**src/rtl/scan_led_n.sv**
```systemverilog
// Multiplexed seven-segment scan driver: DIGITS hex digits on one segment bus,
// per-digit dp, leading-zero blanking, 16-level PWM brightness, frame snapshot.
module scan_led_n #(
    parameter int DIGITS      = 8,
    parameter int CLK_DIV     = 50000,
    parameter int DIG_ACT_LOW = 1,
    parameter int SEG_ACT_LOW = 1
) (
    input  logic                  clk,
    input  logic                  rst,
    input  logic [4*DIGITS-1:0]   d,
    input  logic [DIGITS-1:0]     dp,
    input  logic                  blank_lz,
    input  logic [3:0]            bright,
    output logic [DIGITS-1:0]     dig,
    output logic [7:0]            seg,
    output logic                  frame_start
);

    localparam int PW = $clog2(CLK_DIV);
    localparam int IW = (DIGITS > 1) ? $clog2(DIGITS) : 1;
    localparam int OW = PW + 5;

    localparam logic [DIGITS-1:0] DIG_IDLE = (DIG_ACT_LOW != 0) ? {DIGITS{1'b1}} : {DIGITS{1'b0}};
    localparam logic [7:0]        SEG_IDLE = (SEG_ACT_LOW != 0) ? 8'hFF : 8'h00;

    function automatic logic [6:0] hex_to_seg(input logic [3:0] v);
        logic [6:0] s;
        case (v)
            4'h0:    s = 7'h3F;
            4'h1:    s = 7'h06;
            4'h2:    s = 7'h5B;
            4'h3:    s = 7'h4F;
            4'h4:    s = 7'h66;
            4'h5:    s = 7'h6D;
            4'h6:    s = 7'h7D;
            4'h7:    s = 7'h07;
            4'h8:    s = 7'h7F;
            4'h9:    s = 7'h6F;
            4'hA:    s = 7'h77;
            4'hB:    s = 7'h7C;
            4'hC:    s = 7'h39;
            4'hD:    s = 7'h5E;
            4'hE:    s = 7'h79;
            4'hF:    s = 7'h71;
            default: s = 7'h00;
        endcase
        return s;
    endfunction

    logic [PW-1:0]         pre_r;
    logic [IW-1:0]         idx_r;
    logic [4*DIGITS-1:0]   snap_d_r;
    logic [DIGITS-1:0]     snap_dp_r;
    logic                  snap_blz_r;
    logic [OW-1:0]         on_cnt_r;
    logic [DIGITS-1:0]     dig_r;
    logic [7:0]            seg_r;
    logic                  frame_start_r;

    logic                  frame_cycle_s;
    logic                  pre_wrap_s;
    logic [OW-1:0]         on_prod_s;
    logic [3:0]            nib_s;
    logic                  dp_bit_s;
    logic                  nz_seen_s;
    logic                  blank_s;
    logic                  active_s;
    logic [7:0]            seg_on_s;
    logic [DIGITS-1:0]     dig_on_s;
    logic [DIGITS-1:0]     dig_nx_s;
    logic [7:0]            seg_nx_s;

    assign frame_cycle_s = (pre_r == '0) && (idx_r == '0);
    assign pre_wrap_s    = (pre_r == PW'(CLK_DIV - 1));
    // Full-width product so the >>4 sees every bit of (bright+1)*CLK_DIV.
    assign on_prod_s     = (OW'(bright) + OW'(1)) * OW'(CLK_DIV);

    // Decode current digit: nibble, dp and leading-zero state from the snapshot.
    always_comb begin
        nib_s     = 4'h0;
        dp_bit_s  = 1'b0;
        nz_seen_s = 1'b0;
        for (int j = 0; j < DIGITS; j++) begin
            if (IW'(j) == idx_r) begin
                nib_s    = snap_d_r[4*(DIGITS-1-j) +: 4];
                dp_bit_s = snap_dp_r[DIGITS-1-j];
            end else begin
                nib_s    = nib_s;
                dp_bit_s = dp_bit_s;
            end
            if ((IW'(j) <= idx_r) && (snap_d_r[4*(DIGITS-1-j) +: 4] != 4'h0)) begin
                nz_seen_s = 1'b1;
            end else begin
                nz_seen_s = nz_seen_s;
            end
        end
        blank_s  = snap_blz_r && !nz_seen_s && (idx_r != IW'(DIGITS - 1));
        // pre==0 is always dark so adjacent digits never overlap.
        active_s = (pre_r != '0) && ({{(OW-PW){1'b0}}, pre_r} < on_cnt_r);
        seg_on_s = {dp_bit_s, blank_s ? 7'h00 : hex_to_seg(nib_s)};
        dig_on_s = DIGITS'(1) << (DIGITS - 1 - int'(idx_r));
        if (active_s) begin
            dig_nx_s = (DIG_ACT_LOW != 0) ? ~dig_on_s : dig_on_s;
            seg_nx_s = (SEG_ACT_LOW != 0) ? ~seg_on_s : seg_on_s;
        end else begin
            dig_nx_s = DIG_IDLE;
            seg_nx_s = SEG_IDLE;
        end
    end

    // Prescaler and digit index.
    always_ff @(posedge clk) begin
        if (rst) begin
            pre_r <= '0;
            idx_r <= '0;
        end else if (pre_wrap_s) begin
            pre_r <= '0;
            idx_r <= (idx_r == IW'(DIGITS - 1)) ? IW'(0) : idx_r + IW'(1);
        end else begin
            pre_r <= pre_r + PW'(1);
            idx_r <= idx_r;
        end
    end

    // Frame snapshot, loaded once per frame so mid-frame input changes never tear.
    always_ff @(posedge clk) begin
        if (rst) begin
            snap_d_r   <= '0;
            snap_dp_r  <= '0;
            snap_blz_r <= 1'b0;
            on_cnt_r   <= '0;
        end else if (frame_cycle_s) begin
            snap_d_r   <= d;
            snap_dp_r  <= dp;
            snap_blz_r <= blank_lz;
            on_cnt_r   <= on_prod_s >> 4;
        end else begin
            snap_d_r   <= snap_d_r;
            snap_dp_r  <= snap_dp_r;
            snap_blz_r <= snap_blz_r;
            on_cnt_r   <= on_cnt_r;
        end
    end

    // Registered pin drivers.
    always_ff @(posedge clk) begin
        if (rst) begin
            dig_r         <= DIG_IDLE;
            seg_r         <= SEG_IDLE;
            frame_start_r <= 1'b0;
        end else begin
            dig_r         <= dig_nx_s;
            seg_r         <= seg_nx_s;
            frame_start_r <= frame_cycle_s;
        end
    end

    assign dig         = dig_r;
    assign seg         = seg_r;
    assign frame_start = frame_start_r;

endmodule

```
**config.mk**
```make
export PLATFORM = sky130hd
export DESIGN_NAME = scan_led_n
export DESIGN_NICKNAME = d
export VERILOG_FILES = /design/src/rtl/scan_led_n.sv
export SDC_FILE = /design/constraint.sdc
export NUM_CORES = 1
export LEC_CHECK = 0
export CELL_PAD_IN_SITES_DETAIL_PLACEMENT = 0
export CELL_PAD_IN_SITES_GLOBAL_PLACEMENT = 1
export CORE_ASPECT_RATIO = 0.6
export CORE_MARGIN = 8
export CORE_UTILIZATION = 40
export CTS_CLUSTER_SIZE = 16
export DETAILED_ROUTE_END_ITERATION = 10
export MAX_ROUTING_LAYER = met4
export PLACE_DENSITY = 0.82
export SLEW_MARGIN = 20
export SYNTH_ARGS = -nofsm -noshare
export SYNTH_HDL_FRONTEND = slang
export SYNTH_SLANG_ARGS = --single-unit
```
**constraint.sdc**
```tcl
create_clock -name clk -period 4.1 [get_ports clk]
set_clock_uncertainty 0.1 [all_clocks]
set_input_delay 0.615 -clock clk [delete_from_list [all_inputs] [get_ports clk]]
set_output_delay 0.615 -clock clk [all_outputs]
set_load 0.01 [all_outputs]
```
==> metrics.md, run 1 <==
| Metric | Value |
|---|---|
| Routed WL | 15300 um |
| DP HPWL | 11800 um |
| PortBufs | 63 |
| Final min period | 3840 ps |
| Yosys warning total | 0 |
| Clk sink count | 94 |
| Clock-pin slew on the worst setup and hold paths | 70 ps |
| Average vias per placed instance | 5.42 |
| Outcome | complete, no violations |
| Io pins | 64 |
| Worst EP required | 4240 ps |
| Final setup vio count | 0 |
| WS Path Type | in -> reg |
| Seq. cell area | 0.00188 mm^2 |
| Clock Power Share | 32.6% |
| CTS resizes | 0 |
| Final Hold Fails | 0 |
| Worst skew pair latency | 340 ps |
| Area of the multi-input gates | 0.00331 mm^2 |
| Post-synthesis register bit count | 94 |
| Crit path arrival time | 3980 ps |
| Routed via count | 4969 |
| Leading cell types in the layout, fill and taps excluded | nand2_1, dfxtp_1, a21oi_1 |
| Hold-fix buffers, CTS | 0 |
| DRT iter0 DRCs | 328 |
| P per Cell Area | 388 mW/mm^2 |
| Layout net count | 844 |
| Post-synthesis cell count | 673 |
| Final TNS setup | 0 ps |
| Post-route ant nets | 0 |
| Slew Viols, Final | 0 |
| Lkg Pwr | 2.69 nW |
| RSZ-0062 raised after global routing | false |
| Syn Nets | 780 |
| Simple-gate area share of the yosys netlist | 23.5% |
| First-pass GRT wire length | 24800 um |
| Die height | 107 um |
| Initial Util | 40.5% |
| Post-synth ARST share | 0% |
| Setup Buffers After CTS | 0 |
| Number of flops mapped to enable cells by yosys | 0 |
| Post-synthesis mux area share | 0.916% |
| Final worst slack | 258 ps |
| All-Layer GR Usage | 17.6% |
| Layout cells sized above 1 | 7.02% |
| Period utilization | 93.7% |
| Fill cells | 1280 |
| CTS tree | built |
| CTS HTree Levels | 3 |
| Clk buf depth | 2 |
| DR pass1 iterations | 5 |
| # DRC | 0 |
| Area share of fa/ha/maj cells after synthesis | 13.9% |
| Net Sw Frac | 30.9% |
| Area Overhead vs Synth | 21.6% |
| NetSw | 0.797 mW |
| Prevailing post-synth register cell | dfxtp_1 |
| P_int | 1.78 mW |
| Reported max-cap violation count | 0 |
| Crit path launch type | input port |
| GRT overflow | 0 |
| Initial antenna violation count | 0 |
| Avg Inst Size Synth | 8.12 um^2 |
| Largest net degree at the start of global routing | 66 |
| Type of the worst min-delay path | reg -> reg |
| Post-synthesis cell area | 0.00546 mm^2 |
| Flop pwr share | 40.9% |
| Worst-path fanout max | 4 |
| CTS root buffer | clkbuf_16 |
| Num rows | 33 |
| GPL Wtd Cong | 0.870 |
| Peak supply drop | 0.200 mV |
| Distinct cells, synth | 62 |
| CTS buffer count | 9 |
| CP Capture Type | register |
| Logic pwr share | 26.4% |
| Synth Area in XOR/XNOR | 4.65% |
| Place WS | -150 ps |
| Sequential cell area fraction in the yosys report | 34.5% |
| Slew HR | 45.4% |
| Design Power | 2.58 mW |
| Die Span X | 167 um |
| Compound-Gate Fraction of Synth Area | 17.2% |
| Die area | 0.0178 mm^2 |
| Largest family of logic cells by synthesized area | simple AND/OR/NAND/NOR gates |
| CORE AREA | 0.0135 mm^2 |
| Routed len/inst | 16.7 um |
| Number of global-route vias before repair | 4798 |
| Commonest non-fill, non-tap cell in the layout | nand2_1 |
| Slew @ Worst Pin | 815 ps |
| Number of diodes | 0 |
| Max Clock Freq | 0.260 GHz |
[layout make-up]
cell class	count	share of cell area, %
Multi-Input combinational cell	510	49.8
Tap cell	175	3.30
Clock inverter	6	1.07
Timing Repair Buffer	87	12.1
Clock buffer	9	3.39
Inverter	35	1.98
Sequential cell	94	28.3
[worst max-delay path, stage by stage]
cell	delay, ps
clkdlybuf4s50_1	470
ha_1	250
and3_1	240
ha_1	240
xnor2_1	180
ha_1	250
ha_1	270
ha_1	340
a21oi_2	80
nand4b_1	220
a31oi_2	220
a221oi_2	90
or4_1	410
o311ai_1	100
[power by group through the flow]
stage / Combinational, mW / Sequential (mW) / Clock, mW
CTS: 0.673 / 1.05 / 0.851
finish: 0.681 / 1.05 / 0.840
detailed placement: 0.669 / 1.07 / 0
floorplan: 0.439 / 1.06 / 0
global placement: 0.652 / 1.07 / 0
global route: 0.762 / 1.06 / 0.894
[cells by family (layout without fill, tap and decap cells)]
| kind of cell | Yosys count | in the layout |
|---|---|---|
| other | 1 | 1 |
| multiplexers | 5 | 5 |
| adder cells (fa/ha/maj) | 60 | 60 |
| AND/OR/NAND/NOR | 262 | 262 |
| AO/OA/AOI/OAI | 153 | 153 |
| buffers and inverters | 69 | 137 |
| XOR/XNOR | 29 | 29 |
| flip-flops | 94 | 94 |
[cells in the mapped netlist, drive strengths merged (5+ instances only)]
cell    instances  area share, %
o21ai          14            1.3
xnor2          19            3.0
dfxtp          94             34
nor4           11            1.4
and3            6           0.69
clkbuf         15            1.0
ha             59             14
nand2         126            8.7
nand4          10            1.3
a21oi          76            7.0
o211ai         14            2.0
nor3            6           0.85
inv            35            2.4
a31oi           9            1.0
nand2b          6           0.69
or3             5           0.57
nor2b           5           0.57
nand3          20            1.8
nor2           40            2.8
buf            19            1.9
a21o            8            1.1
xor2           10            1.6
mux2i           5           0.92
and3b           6           0.96
a211oi          6           0.82
[flip-flops by register name, summed over array words and instances, names as in the netlist]
signal,count
idx_r,3
on_cnt_r,17
frame_start,1
seg,8
pre_r,16
snap_d_r,32
snap_blz_r,1
snap_dp_r,8
dig,8
[stage by stage]
step / hold WS (ps) / std cells / cell area, um^2 / utilization [%]
4_1_cts: 357 / 916 / 6630 / 49.1
3_5_place_dp: 343 / 901 / 6330 / 46.9
2_1_floorplan: 327 / 673 / 5460 / -
5_1_grt: 373 / 916 / 6640 / 49.2
3_3_place_gp: 341 / 901 / 6330 / 46.9
6_report: 357 / 916 / 6640 / 49.2
[layer usage]
metal,wire length (um),part of all wire (%),track usage [%],up-vias
li1,-,-,-,2490
met1,8470,55,26.9,2303
met2,5690,37,22.7,158
met3,1010,6.6,3.33,18
met4,138,0.90,3.65,0
met5,0,0,-,-
[final timing paths]
kind,from,to,slack (ps),cells after the start
worst max-delay path,bright[0],on_cnt_r[13]$_SDFFE_PP0P_,260,14
worst min register to register,snap_dp_r[0]$_SDFFE_PP0P_,snap_dp_r[0]$_SDFFE_PP0P_,360,2
worst max register to register,idx_r[1]$_SDFFE_PP0P_,seg[0]$_SDFF_PP1_,520,11
worst min-delay path,snap_dp_r[0]$_SDFFE_PP0P_,snap_dp_r[0]$_SDFFE_PP0P_,360,2
No activity file was read; power rests on OpenSTA's default activity.
==> run 2, diff against run 1 <==
--- a/config.mk
+++ b/config.mk
@@ -12,9 +12,11 @@
 export CORE_UTILIZATION = 40
 export CTS_CLUSTER_SIZE = 16
 export DETAILED_ROUTE_END_ITERATION = 10
+export GPL_ROUTABILITY_DRIVEN = 0
 export MAX_ROUTING_LAYER = met4
 export PLACE_DENSITY = 0.82
 export SLEW_MARGIN = 20
 export SYNTH_ARGS = -nofsm -noshare
 export SYNTH_HDL_FRONTEND = slang
 export SYNTH_SLANG_ARGS = --single-unit
+export TNS_END_PERCENT = 50
==> metrics.md, run 2 (same netlist as run 1, synthesis figures left out) <==
| Metric | Value |
|---|---|
| CTS root buffer | clkbuf_16 |
| Routed via count | 4958 (-0.22%) |
| Max Clock Freq | 0.256 GHz (-1.6%) |
| RSZ-0062 raised after global routing | false |
| Io pins | 64 (unchanged) |
| Final min period | 3900 ps (+60.6 ps) |
| Num rows | 33 (unchanged) |
| Layout cells sized above 1 | 6.23% (-0.78 points) |
| Slew @ Worst Pin | 810 ps (-4.51 ps) |
| DRT iter0 DRCs | 351 (+7.0%) |
| Post-route ant nets | 0 (unchanged) |
| DR pass1 iterations | 5 (unchanged) |
| Design Power | 2.71 mW (+5.2%) |
| Reported max-cap violation count | 0 (unchanged) |
| Placed insts | 898 (-0.33%) |
| P per Cell Area | 406 mW/mm^2 (+4.7%) |
| Crit path arrival time | 4050 ps (+70 ps) |
| Largest net degree at the start of global routing | 66 (unchanged) |
| CP max stage cell | clkdlybuf4s50_1 |
| NetSw | 0.763 mW (-4.2%) |
| CTS buffer count | 9 (unchanged) |
| Logic pwr share | 24.3% (-2.1 points) |
| All-Layer GR Usage | 17.4% (-0.14 points) |
| Area Overhead vs Synth | 22.2% |
| PortBufs | 63 (unchanged) |
| Worst skew pair latency | 350 ps (about the same) |
| Initial antenna violation count | 0 (unchanged) |
| Worst EP required | 4250 ps (about the same) |
| Number of diodes | 0 (unchanged) |
| Die Span X | 167 um (unchanged) |
| Crit-path max cell delay | 470 ps (about the same) |
| Die height | 107 um (unchanged) |
| Type of the worst min-delay path | reg -> reg |
| Regs by FF count | snap_d_r (32), on_cnt_r (17), pre_r (16) |
| Routed WL | 14900 um (-2.5%) |
| Grt met1 use | 25.0% (-1.9 points) |
| Net Sw Frac | 28.2% (-2.8 points) |
| Period utilization | 95.2% (+1.5 points) |
| Outcome | complete, no violations |
| Peak supply drop | 0.206 mV (+3.2%) |
| Routed len/inst | 16.3 um (-2.2%) |
| Lkg Pwr | 2.71 nW (+0.41%) |
| Clk buf depth | 2 (unchanged) |
| CORE AREA | 0.0135 mm^2 (unchanged) |
| CP Capture Type | register |
| Number of global-route vias before repair | 4801 (+0.063%) |
| P_int | 1.95 mW (+9.4%) |
| Crit path launch type | input port |
| Grt met3 use | 5.25% (+1.9 points) |
| Leading cell types in the layout, fill and taps excluded | nand2_1, dfxtp_1, a21oi_1 |
| Commonest non-fill, non-tap cell in the layout | nand2_1 |
| Slew Viols, Final | 0 (unchanged) |
| Largest register FFs | 32 (unchanged) |
| Final Hold Fails | 0 (unchanged) |
| CP most frequent cell | ha_1 |
| CTS tree | built |
| Core Util, Final | 49.4% (+0.22 points) |
| Largest Register | snap_d_r |
| Clock-pin slew on the worst setup and hold paths | 60 ps (about the same) |
| Die area | 0.0178 mm^2 (unchanged) |
| WS Path Type | in -> reg |
| CTS HTree Levels | 3 (unchanged) |
| Layout net count | 841 (-0.36%) |
| Final setup vio count | 0 (unchanged) |
| GR Layer Usage met2 | 22.8% (+0.029 points) |
| Clk sink count | 94 (unchanged) |
| Clock Power Share | 36.8% (+4.2 points) |
| # DRC | 0 (unchanged) |
| Worst-path fanout max | 4 (unchanged) |
| First-pass GRT wire length | 24500 um (-1.4%) |
| GR peak layer | met1 |
| Non-Filler Instances | 913 (-0.33%) |
| DP HPWL | 11500 um (-2.1%) |
| Initial Util | 40.5% (unchanged) |
| CP cell instances | clkdlybuf4s50_1 > ha_1 > and3_1 > ha_1 > xnor2_1 > ha_1 > ha_1 > ha_1 > a21oi_1 > nand4b_1 > a31oi_2 > a221oi_2 > or4_1 > o311ai_1 |
| Average vias per placed instance | 5.43 (+0.11%) |
| Setup Buffers After CTS | 0 (unchanged) |
| Slew HR | 45.9% (+0.52 points) |
| Flop pwr share | 38.9% (-2.0 points) |
| GRT overflow | 0 (unchanged) |
run 2: layout make-up:
type / count / area, um^2
Fill cell: 1291 / 6830
Timing Repair Buffer: 84 / 783
Clock inverter: 4 / 120
Multi-Input combinational cell: 510 / 3300
Sequential cell: 94 / 1880
Tap cell: 175 / 219
Clock buffer: 11 / 233
Inverter: 35 / 131
run 2: worst paths after layout:
path | slack [ps] | start | depth (start not counted) | to
setup / recovery | 200 | bright[0] | 14 | on_cnt_r[13]$_SDFFE_PP0P_
hold / removal | 350 | snap_blz_r$_SDFFE_PP0P_ | 2 | snap_blz_r$_SDFFE_PP0P_
setup reg to reg | 470 | idx_r[1]$_SDFFE_PP0P_ | 11 | seg[0]$_SDFF_PP1_
hold reg to reg | 350 | snap_blz_r$_SDFFE_PP0P_ | 2 | snap_blz_r$_SDFFE_PP0P_
run 2: metal layers:
metal	wire (um)	part of all wire, %
met1	7960	53
met2	5600	38
met3	1200	8.0
met4	165	1.1
met5	0	0
run 2: through the flow:
stage | setup WS (ps) | cell area, um^2 | TNS (ps) | hold slack (ps)
2_1_floorplan | 516 | 5460 | 0 | 327
3_3_place_gp | -32.2 | 6310 | -32.2 | 342
3_5_place_dp | -194 | 6310 | -388 | 343
4_1_cts | 147 | 6660 | 0 | 351
5_1_grt | 63.6 | 6670 | 0 | 379
6_report | 198 | 6670 | 0 | 349
run 2: critical path: cells and delay by family:
| kind | cells | cell delay (ps) |
|---|---|---|
| fa+ha+maj | 5 | 1390 |
| compound gates | 4 | 510 |
| buf+inv | 1 | 470 |
| simple gates | 3 | 870 |
| xor+xnor | 1 | 190 |
run 2: power by group through the flow:
stage / Sequential (mW) / Combinational, mW / Clock [mW]
after detailed placement: 1.07 / 0.652 / 0
after global routing: 1.06 / 0.735 / 1.05
after floorplan: 1.06 / 0.439 / 0
after CTS: 1.05 / 0.655 / 1.01
final: 1.05 / 0.658 / 0.997
after global placement: 1.07 / 0.631 / 0
run 2: what timing repair did:
item	CTS	global route
hold buffers	0	0
gates resized for setup	0	2
setup endpoints to repair	0	2
